## src/rtl/vga_timing_controller_runtime_if.sv

```systemverilog
// rtl/vga_timing_controller_runtime_if.sv - mode change request/acknowledge bundle
interface vga_timing_controller_runtime_if;
    logic [1:0] mode_sel;
    logic       mode_req;
    logic       mode_ack;
    logic [1:0] mode_cur;

    modport master (
        output mode_sel,
        output mode_req,
        input  mode_ack,
        input  mode_cur
    );

    modport slave (
        input  mode_sel,
        input  mode_req,
        output mode_ack,
        output mode_cur
    );
endinterface

```

## src/rtl/vga_timing_controller_runtime.sv

```systemverilog
// rtl/vga_timing_controller_runtime.sv - VGA timing generator with four modes switched on frame boundaries
module vga_timing_controller_runtime #(
    parameter int         COORD_WIDTH  = 12,
    parameter logic [1:0] DEFAULT_MODE = 2'd0
) (
    input  logic                           clk_pixel,
    input  logic                           reset,
    vga_timing_controller_runtime_if.slave mode_if,
    output logic                           vga_hsync,
    output logic                           vga_vsync,
    output logic [COORD_WIDTH-1:0]         vga_x,
    output logic [COORD_WIDTH-1:0]         vga_y,
    output logic                           video_active,
    output logic                           line_start,
    output logic                           frame_start,
    output logic [COORD_WIDTH-1:0]         screen_width,
    output logic [COORD_WIDTH-1:0]         screen_height
);

    typedef logic [COORD_WIDTH-1:0] coord_t;

    // Sync windows are stored as [start, end) so the comparisons need no adders.
    typedef struct packed {
        coord_t h_active;
        coord_t h_sync_start;
        coord_t h_sync_end;
        coord_t h_total;
        coord_t v_active;
        coord_t v_sync_start;
        coord_t v_sync_end;
        coord_t v_total;
        logic   pol;
    } timing_t;

    function automatic timing_t timing_of(input logic [1:0] m);
        timing_t t;
        case (m)
            // 640x480: 640/16/96/48, 480/10/2/33, negative sync
            2'd0: t = '{coord_t'(640),  coord_t'(656),  coord_t'(752),  coord_t'(800),
                        coord_t'(480),  coord_t'(490),  coord_t'(492),  coord_t'(525),  1'b0};
            // 800x600: 800/40/128/88, 600/1/4/23, positive sync
            2'd1: t = '{coord_t'(800),  coord_t'(840),  coord_t'(968),  coord_t'(1056),
                        coord_t'(600),  coord_t'(601),  coord_t'(605),  coord_t'(628),  1'b1};
            // 1024x768: 1024/24/136/160, 768/3/6/29, negative sync
            2'd2: t = '{coord_t'(1024), coord_t'(1048), coord_t'(1184), coord_t'(1344),
                        coord_t'(768),  coord_t'(771),  coord_t'(777),  coord_t'(806),  1'b0};
            // 1920x1080: 1920/88/44/148, 1080/4/5/36, positive sync
            default: t = '{coord_t'(1920), coord_t'(2008), coord_t'(2052), coord_t'(2200),
                           coord_t'(1080), coord_t'(1084), coord_t'(1089), coord_t'(1125), 1'b1};
        endcase
        return t;
    endfunction

    localparam timing_t RESET_TM = timing_of(DEFAULT_MODE);
    localparam coord_t  ONE      = coord_t'(1);

    // Counter stage state
    coord_t     cx_q, cx_d;
    coord_t     cy_q, cy_d;
    logic [1:0] mode_q, mode_d;
    logic [1:0] pend_mode_q, pend_mode_d;
    logic       pend_q, pend_d;
    logic       ack_q, ack_d;

    timing_t    tm;
    logic       h_last;
    logic       v_last;
    logic       apply;
    logic       hsync_on;
    logic       vsync_on;
    logic       active_d;

    // All geometry comes from the mode in effect, which only changes at the frame wrap.
    assign tm     = timing_of(mode_q);
    assign h_last = (cx_q == tm.h_total - ONE);
    assign v_last = (cy_q == tm.v_total - ONE);

    // A pending request (set before this cycle) is applied at the last pixel of the frame.
    assign apply  = h_last && v_last && pend_q;

    assign cx_d = h_last ? '0 : cx_q + ONE;
    assign cy_d = h_last ? (v_last ? '0 : cy_q + ONE) : cy_q;

    // A request arriving on the apply cycle re-arms pending for the next frame; last request wins.
    assign pend_d      = mode_if.mode_req | (pend_q & ~apply);
    assign pend_mode_d = mode_if.mode_req ? mode_if.mode_sel : pend_mode_q;
    assign mode_d      = apply ? pend_mode_q : mode_q;
    assign ack_d       = apply;

    assign hsync_on = (cx_q >= tm.h_sync_start) && (cx_q < tm.h_sync_end);
    assign vsync_on = (cy_q >= tm.v_sync_start) && (cy_q < tm.v_sync_end);
    assign active_d = (cx_q < tm.h_active) && (cy_q < tm.v_active);

    // Counter, mode and handshake state
    always_ff @(posedge clk_pixel or posedge reset) begin
        if (reset) begin
            cx_q        <= '0;
            cy_q        <= '0;
            mode_q      <= DEFAULT_MODE;
            pend_mode_q <= DEFAULT_MODE;
            pend_q      <= 1'b0;
            ack_q       <= 1'b0;
        end else begin
            cx_q        <= cx_d;
            cy_q        <= cy_d;
            mode_q      <= mode_d;
            pend_mode_q <= pend_mode_d;
            pend_q      <= pend_d;
            ack_q       <= ack_d;
        end
    end

    // Output stage: every output is one cycle behind the counters, so ack, mode and size line up with (0,0)
    always_ff @(posedge clk_pixel or posedge reset) begin
        if (reset) begin
            vga_x            <= '0;
            vga_y            <= '0;
            video_active     <= 1'b0;
            line_start       <= 1'b0;
            frame_start      <= 1'b0;
            vga_hsync        <= ~RESET_TM.pol;
            vga_vsync        <= ~RESET_TM.pol;
            screen_width     <= RESET_TM.h_active;
            screen_height    <= RESET_TM.v_active;
            mode_if.mode_ack <= 1'b0;
            mode_if.mode_cur <= DEFAULT_MODE;
        end else begin
            vga_x            <= cx_q;
            vga_y            <= cy_q;
            video_active     <= active_d;
            line_start       <= (cx_q == '0);
            frame_start      <= (cx_q == '0) && (cy_q == '0);
            vga_hsync        <= hsync_on ? tm.pol : ~tm.pol;
            vga_vsync        <= vsync_on ? tm.pol : ~tm.pol;
            screen_width     <= tm.h_active;
            screen_height    <= tm.v_active;
            mode_if.mode_ack <= ack_q;
            mode_if.mode_cur <= mode_q;
        end
    end

endmodule

```

## src/flat_wrapper.sv

```systemverilog
// flat-port wrapper written by rule: the top's interface ports become plain ports
module vga_timing_controller_runtime_flat 
#(
    parameter int         COORD_WIDTH  = 12,
    parameter logic [1:0] DEFAULT_MODE = 2'd0
)
  (clk_pixel, reset, vga_hsync, vga_vsync, vga_x, vga_y, video_active, line_start, frame_start, screen_width, screen_height, mode_if_mode_sel, mode_if_mode_req, mode_if_mode_ack, mode_if_mode_cur);
  vga_timing_controller_runtime_if mode_if_i ();
  input  logic clk_pixel;
  input  logic reset;
  output logic vga_hsync;
  output logic vga_vsync;
  output logic [COORD_WIDTH-1:0] vga_x;
  output logic [COORD_WIDTH-1:0] vga_y;
  output logic video_active;
  output logic line_start;
  output logic frame_start;
  output logic [COORD_WIDTH-1:0] screen_width;
  output logic [COORD_WIDTH-1:0] screen_height;
  input wire logic [$bits(mode_if_i.mode_sel)-1:0] mode_if_mode_sel;
  input wire logic [$bits(mode_if_i.mode_req)-1:0] mode_if_mode_req;
  output wire logic [$bits(mode_if_i.mode_ack)-1:0] mode_if_mode_ack;
  output wire logic [$bits(mode_if_i.mode_cur)-1:0] mode_if_mode_cur;
  assign mode_if_i.mode_sel = mode_if_mode_sel;
  assign mode_if_i.mode_req = mode_if_mode_req;
  assign mode_if_mode_ack = mode_if_i.mode_ack;
  assign mode_if_mode_cur = mode_if_i.mode_cur;
  vga_timing_controller_runtime #(.COORD_WIDTH(COORD_WIDTH), .DEFAULT_MODE(DEFAULT_MODE)) u_core (.clk_pixel(clk_pixel), .reset(reset), .mode_if(mode_if_i), .vga_hsync(vga_hsync), .vga_vsync(vga_vsync), .vga_x(vga_x), .vga_y(vga_y), .video_active(video_active), .line_start(line_start), .frame_start(frame_start), .screen_width(screen_width), .screen_height(screen_height));
endmodule
```

## config.mk

```make
export PLATFORM = sky130hd
export DESIGN_NAME = vga_timing_controller_runtime_flat
export DESIGN_NICKNAME = d
export VERILOG_FILES = /design/src/rtl/vga_timing_controller_runtime_if.sv /design/src/rtl/vga_timing_controller_runtime.sv /design/src/flat_wrapper.sv
export SDC_FILE = /design/constraint.sdc
export NUM_CORES = 1
export LEC_CHECK = 0
export CAP_MARGIN = 20
export CORE_MARGIN = 1
export CORE_UTILIZATION = 58
export DETAILED_ROUTE_END_ITERATION = 10
export PLACE_DENSITY_LB_ADDON = 0.08
export SYNTH_ARGS = -nofsm -noshare
export SYNTH_HDL_FRONTEND = slang
export SYNTH_SLANG_ARGS = --single-unit
```

## constraint.sdc

```tcl
create_clock -name clk_pixel -period 5.2 [get_ports clk_pixel]
set_clock_uncertainty 0.05 [all_clocks]
set_input_delay 1.3 -clock clk_pixel [delete_from_list [all_inputs] [get_ports clk_pixel]]
set_output_delay 1.3 -clock clk_pixel [all_outputs]
set_load 0.03 [all_outputs]
```

== After elaboration in Yosys (flattened, before gate mapping) ==
Cells that the tools add are included.

* Bits in registers: 85
* Latch bits: 0
* Bits in writable memories: 0
* Memory bits (read-only): 0
* Input bits: 5
* Output and inout port bits: 56
* Word-level logic and storage cells: 49
* Memories: 0

* $add $sub $neg: 4
* Multipliers: 0
* Divide/modulo/power cells: 0
* Magnitude comparators: 6
* Equal/unequal tests: 4
* Shifts and indexed selects: 0
* Muxes and demuxes: 5
* Bitwise logic cells: 4
* Reduce and logical (&&, ||, !) cells: 9

{| class="wikitable"
|+ Operator list
! cell !! number
|-
| one-hot mux 96 bit (3 select lines) || 1
|-
| < comparator 12 bit || 3
|-
| adder 12 x 1 -> 12 bit, second input constant || 2
|-
| equality test 12 bit || 2
|-
| >= comparator 12 bit || 2
|-
| zero test 12 bit || 2
|-
| two-way mux 12 bit || 2
|-
| subtractor 12 x 1 -> 12 bit, second input constant || 2
|-
| < comparator 12 x 11 -> 1 bit || 1
|-
| logical AND 1 bit || 6
|-
| equality test 2 x 1 -> 1 bit, second input constant || 1
|-
| equality test 2 bit, second input constant || 1
|-
| zero test 2 bit || 1
|-
| two-way mux 1 bit || 2
|-
| inverter 1 bit || 2
|-
| bitwise AND 1 bit || 1
|-
| OR 1 bit || 1
|}

== Logic depth before layout (Yosys ltp) ==
* Depth in word-level cells: 9
* Depth in mapped cells: 10
* Gate-level depth less buffers: 9

== Worst setup path after synthesis ==
OpenSTA, ideal clock, no wires.

* Path kind: flip-flop to flip-flop
* Start point: register u_core.mode_q[0]
* End point: register u_core.mode_q[0]
* Setup time: 0.125 ns
* Arrival: 2.637 ns
* Required time: 5.025 ns
* Slack: 2.388 ns
* Stages on the path, launching flop included: 9
* Buffers on the path: 0
* Period minus slack after synthesis: 2.812 ns
* Cells stage by stage: dfrtp_1 > inv_1 > ha_1 > ha_1 > nor4bb_1 > and4_1 > nand2_2 > or3_4 > mux2_4

* Longest elaborated chain between the ends: 6

{| class="wikitable"
|+ RTL lines
! element !! line !! source
|-
| start: declaration || vga_timing_controller_runtime.sv:60 || <nowiki>logic [1:0] mode_q, mode_d;</nowiki>
|-
| start signal: assignment || vga_timing_controller_runtime.sv:106 || <nowiki>mode_q <= mode_d;</nowiki>
|-
| equality test 2 bit (tied with other cells) || vga_timing_controller_runtime.sv:37 || <nowiki>case (m)</nowiki>
|-
| one-hot mux 96 bit (3 select lines) * || vga_timing_controller_runtime.sv:37 ||
|-
| subtractor 12 x 1 -> 12 bit (on tied branches) || vga_timing_controller_runtime.sv:75, vga_timing_controller_runtime.sv:76 ||
|-
| equality test 12 bit (on tied branches) || vga_timing_controller_runtime.sv:75, vga_timing_controller_runtime.sv:76 ||
|-
| logical AND 1 bit * (2 in series) || vga_timing_controller_runtime.sv:79 || <nowiki>assign apply = h_last && v_last && pend_q;</nowiki>
|}

Mark *: on every way between the ends. The rest lies on a longest branch, timed or not.
A chain may end at the register's enable or synchronous reset.

== Final worst setup path ==
Ends and elaborated chain as after synthesis.

==> results.md <==
- Final-layout fill cell count: 465
- Worst Setup Path Type: flop to flop
- Worst slew pin tran: 755 ps
- Register share of total power: 54.4%
- Hpwl dp: 5890 um
- Clk Latency, worst-skew pair: 350 ps
- Worst hold path type: flop to flop
- Commonest non-fill, non-tap cell in the layout: dfrtp_1
- Synth Area in Adders: 14.5%
- CTS Buf Count: 9
- Worst slew margin: 49.2%
- Port bufs: 49
- Synth Area in XOR/XNOR: 5.75%
- Sw Ratio: 21.3%
- Number of synthesized flops with an enable pin: 0
- Sequential fraction of the synthesis area: 47.5%
- DRT iter0 DRCs: 210
- Post-Synth Simple-Gate Area: 13.8%
- Num rows: 29
- Crit-path max FO: 12
- Area of the multi-input gates: 1800 um^2
- Top Metal Used: met4
- DR pass1 iterations: 5
- WL per Instance: 17.3 um
- CTS root buf: clkbuf_8
- Async SR Flop Fraction: 100%
- Crit path required time: 5380 ps
- RSZ-0062 raised after global routing: no
- P_leak: 0.00214 uW
- NumNets Final: 449
- Post-detailed-route count of antenna-violating nets: 0
- Slew Viols, Final: 0
- DRT met1 WL: 3910 um
- Sw Pwr: 220 uW
- First-pass GRT wire length: 13700 um
- Placer Congestion: 0.869
- Post-synth cell types: 52
- Post-layout min period: 3590 ps
- Final Cell Area: 4510 um^2
- Crit path DAT: 3770 ps
- Most frequent cells in the layout: 65 x dfrtp_1, 49 x clkdlybuf4s50_1, 44 x ha_1
- Logic pwr share: 2.6%
- Via/cell ratio: 5.77
- Final Non-Filler Cells: 482
- Ys Warns: 0
- Maximum clock frequency: 279 MHz
- Mapped cell area: 3810 um^2
- Post-Syn Instances: 351
- P_int: 813 uW
- Dpl cell area: 4310 um^2
- Total negative slack: 0 ps
- Crit end category: flop
- Clk sinks: 72
- Residual DRC: 0
- Die W: 83.0 um
- Vert. Die Dim: 83.0 um
- PwrDens: 229 nW/um^2
- Initial Utilization: 60.0%
- Avg Inst Size Synth: 10.9 um^2
- Ant. Diodes: 0
- Cell taking the most area after synthesis: dfrtp_1
- Metal3 WL: 442 um
- CTS tree: built
- Area growth from synthesis to layout: 18.3%
- Metal2 WL: 3820 um
- Vias: 2780
- Post-synth top flop: dfrtp_1
- Vias in the first global route: 2694
- Post-CTS repair timing setup buffer count: 0
- Critical path launch point type: flop
- Clock tree buffer depth: 2
- Register bit total from synthesis: 72
- Register area: 1810 um^2
- Area contributors post-synth: dfrtp_1 43%, ha_1 14%, dfstp_2 4.8%
- Multiplexer area fraction after synthesis: 1.64%
- Die footprint: 6890 um^2
- Number of H-tree levels: 3
- Clock power share: 43.0%
- Peak VDD IR: 0.216 mV
- Compound-Gate Fraction of Synth Area: 10.5%
- Antenna violations before repair: 0
- Fraction of layout cells with a size suffix above 1: 9.14%
- Clock slew at reported path FFs: 70 ps
- Status: finished clean
- Final Setup Violations: 0
- GRT Total Usage: 26.0%
- Final hold violation count: 0
- Maximum capacitance violations: 0
- Overflow after GRT: 0
- Io pins: 61
- # placed instances: 466
- Yosys top cell area share: 42.7%
- Post-CTS sizing: 0
- Largest net degree at the start of global routing: 31
- Final worst-path cycle share: 69.0%
- Hold_buf cts: 0
- Core area: 6350 um^2
- Final WL: 8360 um
- Largest family of logic cells by synthesized area: adder cells
[power by group through the flow]
stage | Combinational [uW] | Sequential [uW] | Clock [uW]
2_1_floorplan | 26.6 | 573 | 0
3_5_place_dp | 27.7 | 573 | 0
3_3_place_gp | 27.2 | 573 | 0
6_report | 27.0 | 563 | 444
4_1_cts | 27.7 | 563 | 454
5_1_grt | 30.6 | 562 | 481
[Yosys cell counts (2+ instances only)]
master and number:
a211oi_1 2, a21boi_0 3, a21o_1 3, a21oi_1 15, a32oi_1 3, and3_1 7
and4_1 3, and4b_1 4, buf_4 16, clkbuf_1 8, dfrtp_1 65, dfstp_2 7
ha_1 44, inv_1 22, mux2_2 2, mux2_4 2, nand2_1 15, nand2b_1 3
nand3_1 13, nand4_1 4, nor2_1 21, nor3_1 5, nor3b_1 2, nor4_1 5
o21ai_0 22, o31ai_1 9, or3_1 3, xnor2_1 9, xor2_1 11
[worst max-delay path, stage by stage, from the launching register on]
cell      delay (ps)
dfrtp_1          640
inv_1            250
ha_1             520
ha_1             380
nor4bb_1         280
and4_1           490
nand2_2          160
or3_4            390
mux2_4           310
[registers in the layout (all words and copies together), names as in the netlist, 2 cells and up]
signal and flops:
u_core.cx_q 12, u_core.cy_q 12, u_core.vga_x 12, u_core.vga_y 12, u_core.screen_height 7, u_core.screen_width 3, u_core.mode_if.mode_cur 2, u_core.mode_q 2
u_core.pend_mode_q 2
[final timing paths]
check                                                   from                                end  slack [ps]  depth (start not counted)
min in group asynchronous                              reset        u_core.cy_q[11]$_DFFE_PP0N_        1300                          2
worst max register to register  u_core.mode_q[0]$_DFFE_PP0P_       u_core.mode_q[0]$_DFFE_PP0P_        1610                          8
worst min register to register        u_core.ack_q$_DFF_PP0_  u_core.mode_if.mode_ack$_DFF_PP0_         320                          0
worst min-delay path                  u_core.ack_q$_DFF_PP0_  u_core.mode_if.mode_ack$_DFF_PP0_         320                          0
max in group asynchronous                              reset  u_core.screen_height[8]$_DFF_PP1_        3040                          3
worst max-delay path            u_core.mode_q[0]$_DFFE_PP0P_       u_core.mode_q[0]$_DFFE_PP0P_        1610                          8
[cell type report]
class,count,area share [%]
clock inverters,3,0.888
repair buffers,53,11.5
inverters,22,1.83
clock buffers,13,3.53
well taps,77,2.14
multi-input cells,242,39.9
flip-flops and latches,72,40.2
[cell families after synthesis]
family	after synthesis
mux	5
compound gates	65
xor+xnor	22
other cells	1
simple gates	95
fa+ha+maj	44
flops	72
buf+inv	47
[through the flow]
| step | setup slack [ps] | util [%] | power, uW | hold slack [ps] |
|---|---|---|---|---|
| final | 1610 | 71.0 | 1030 | 321 |
| after global routing | 1410 | 71.0 | 1070 | 334 |
| after CTS | 1650 | 71.0 | 1040 | 321 |
| after detailed placement | 1730 | 67.8 | 601 | 291 |
| after global placement | 1880 | 67.8 | 600 | 286 |
| after floorplan | 2040 | - | 599 | 281 |
[layer usage]
metal  track usage, %  vias to the layer above
met3             4.17                       17
met4             12.5                        0
li1                 -                     1313
met2             38.9                      110
met5                0                        -
met1             37.2                     1340
No activity file was read; power rests on OpenSTA's default activity.
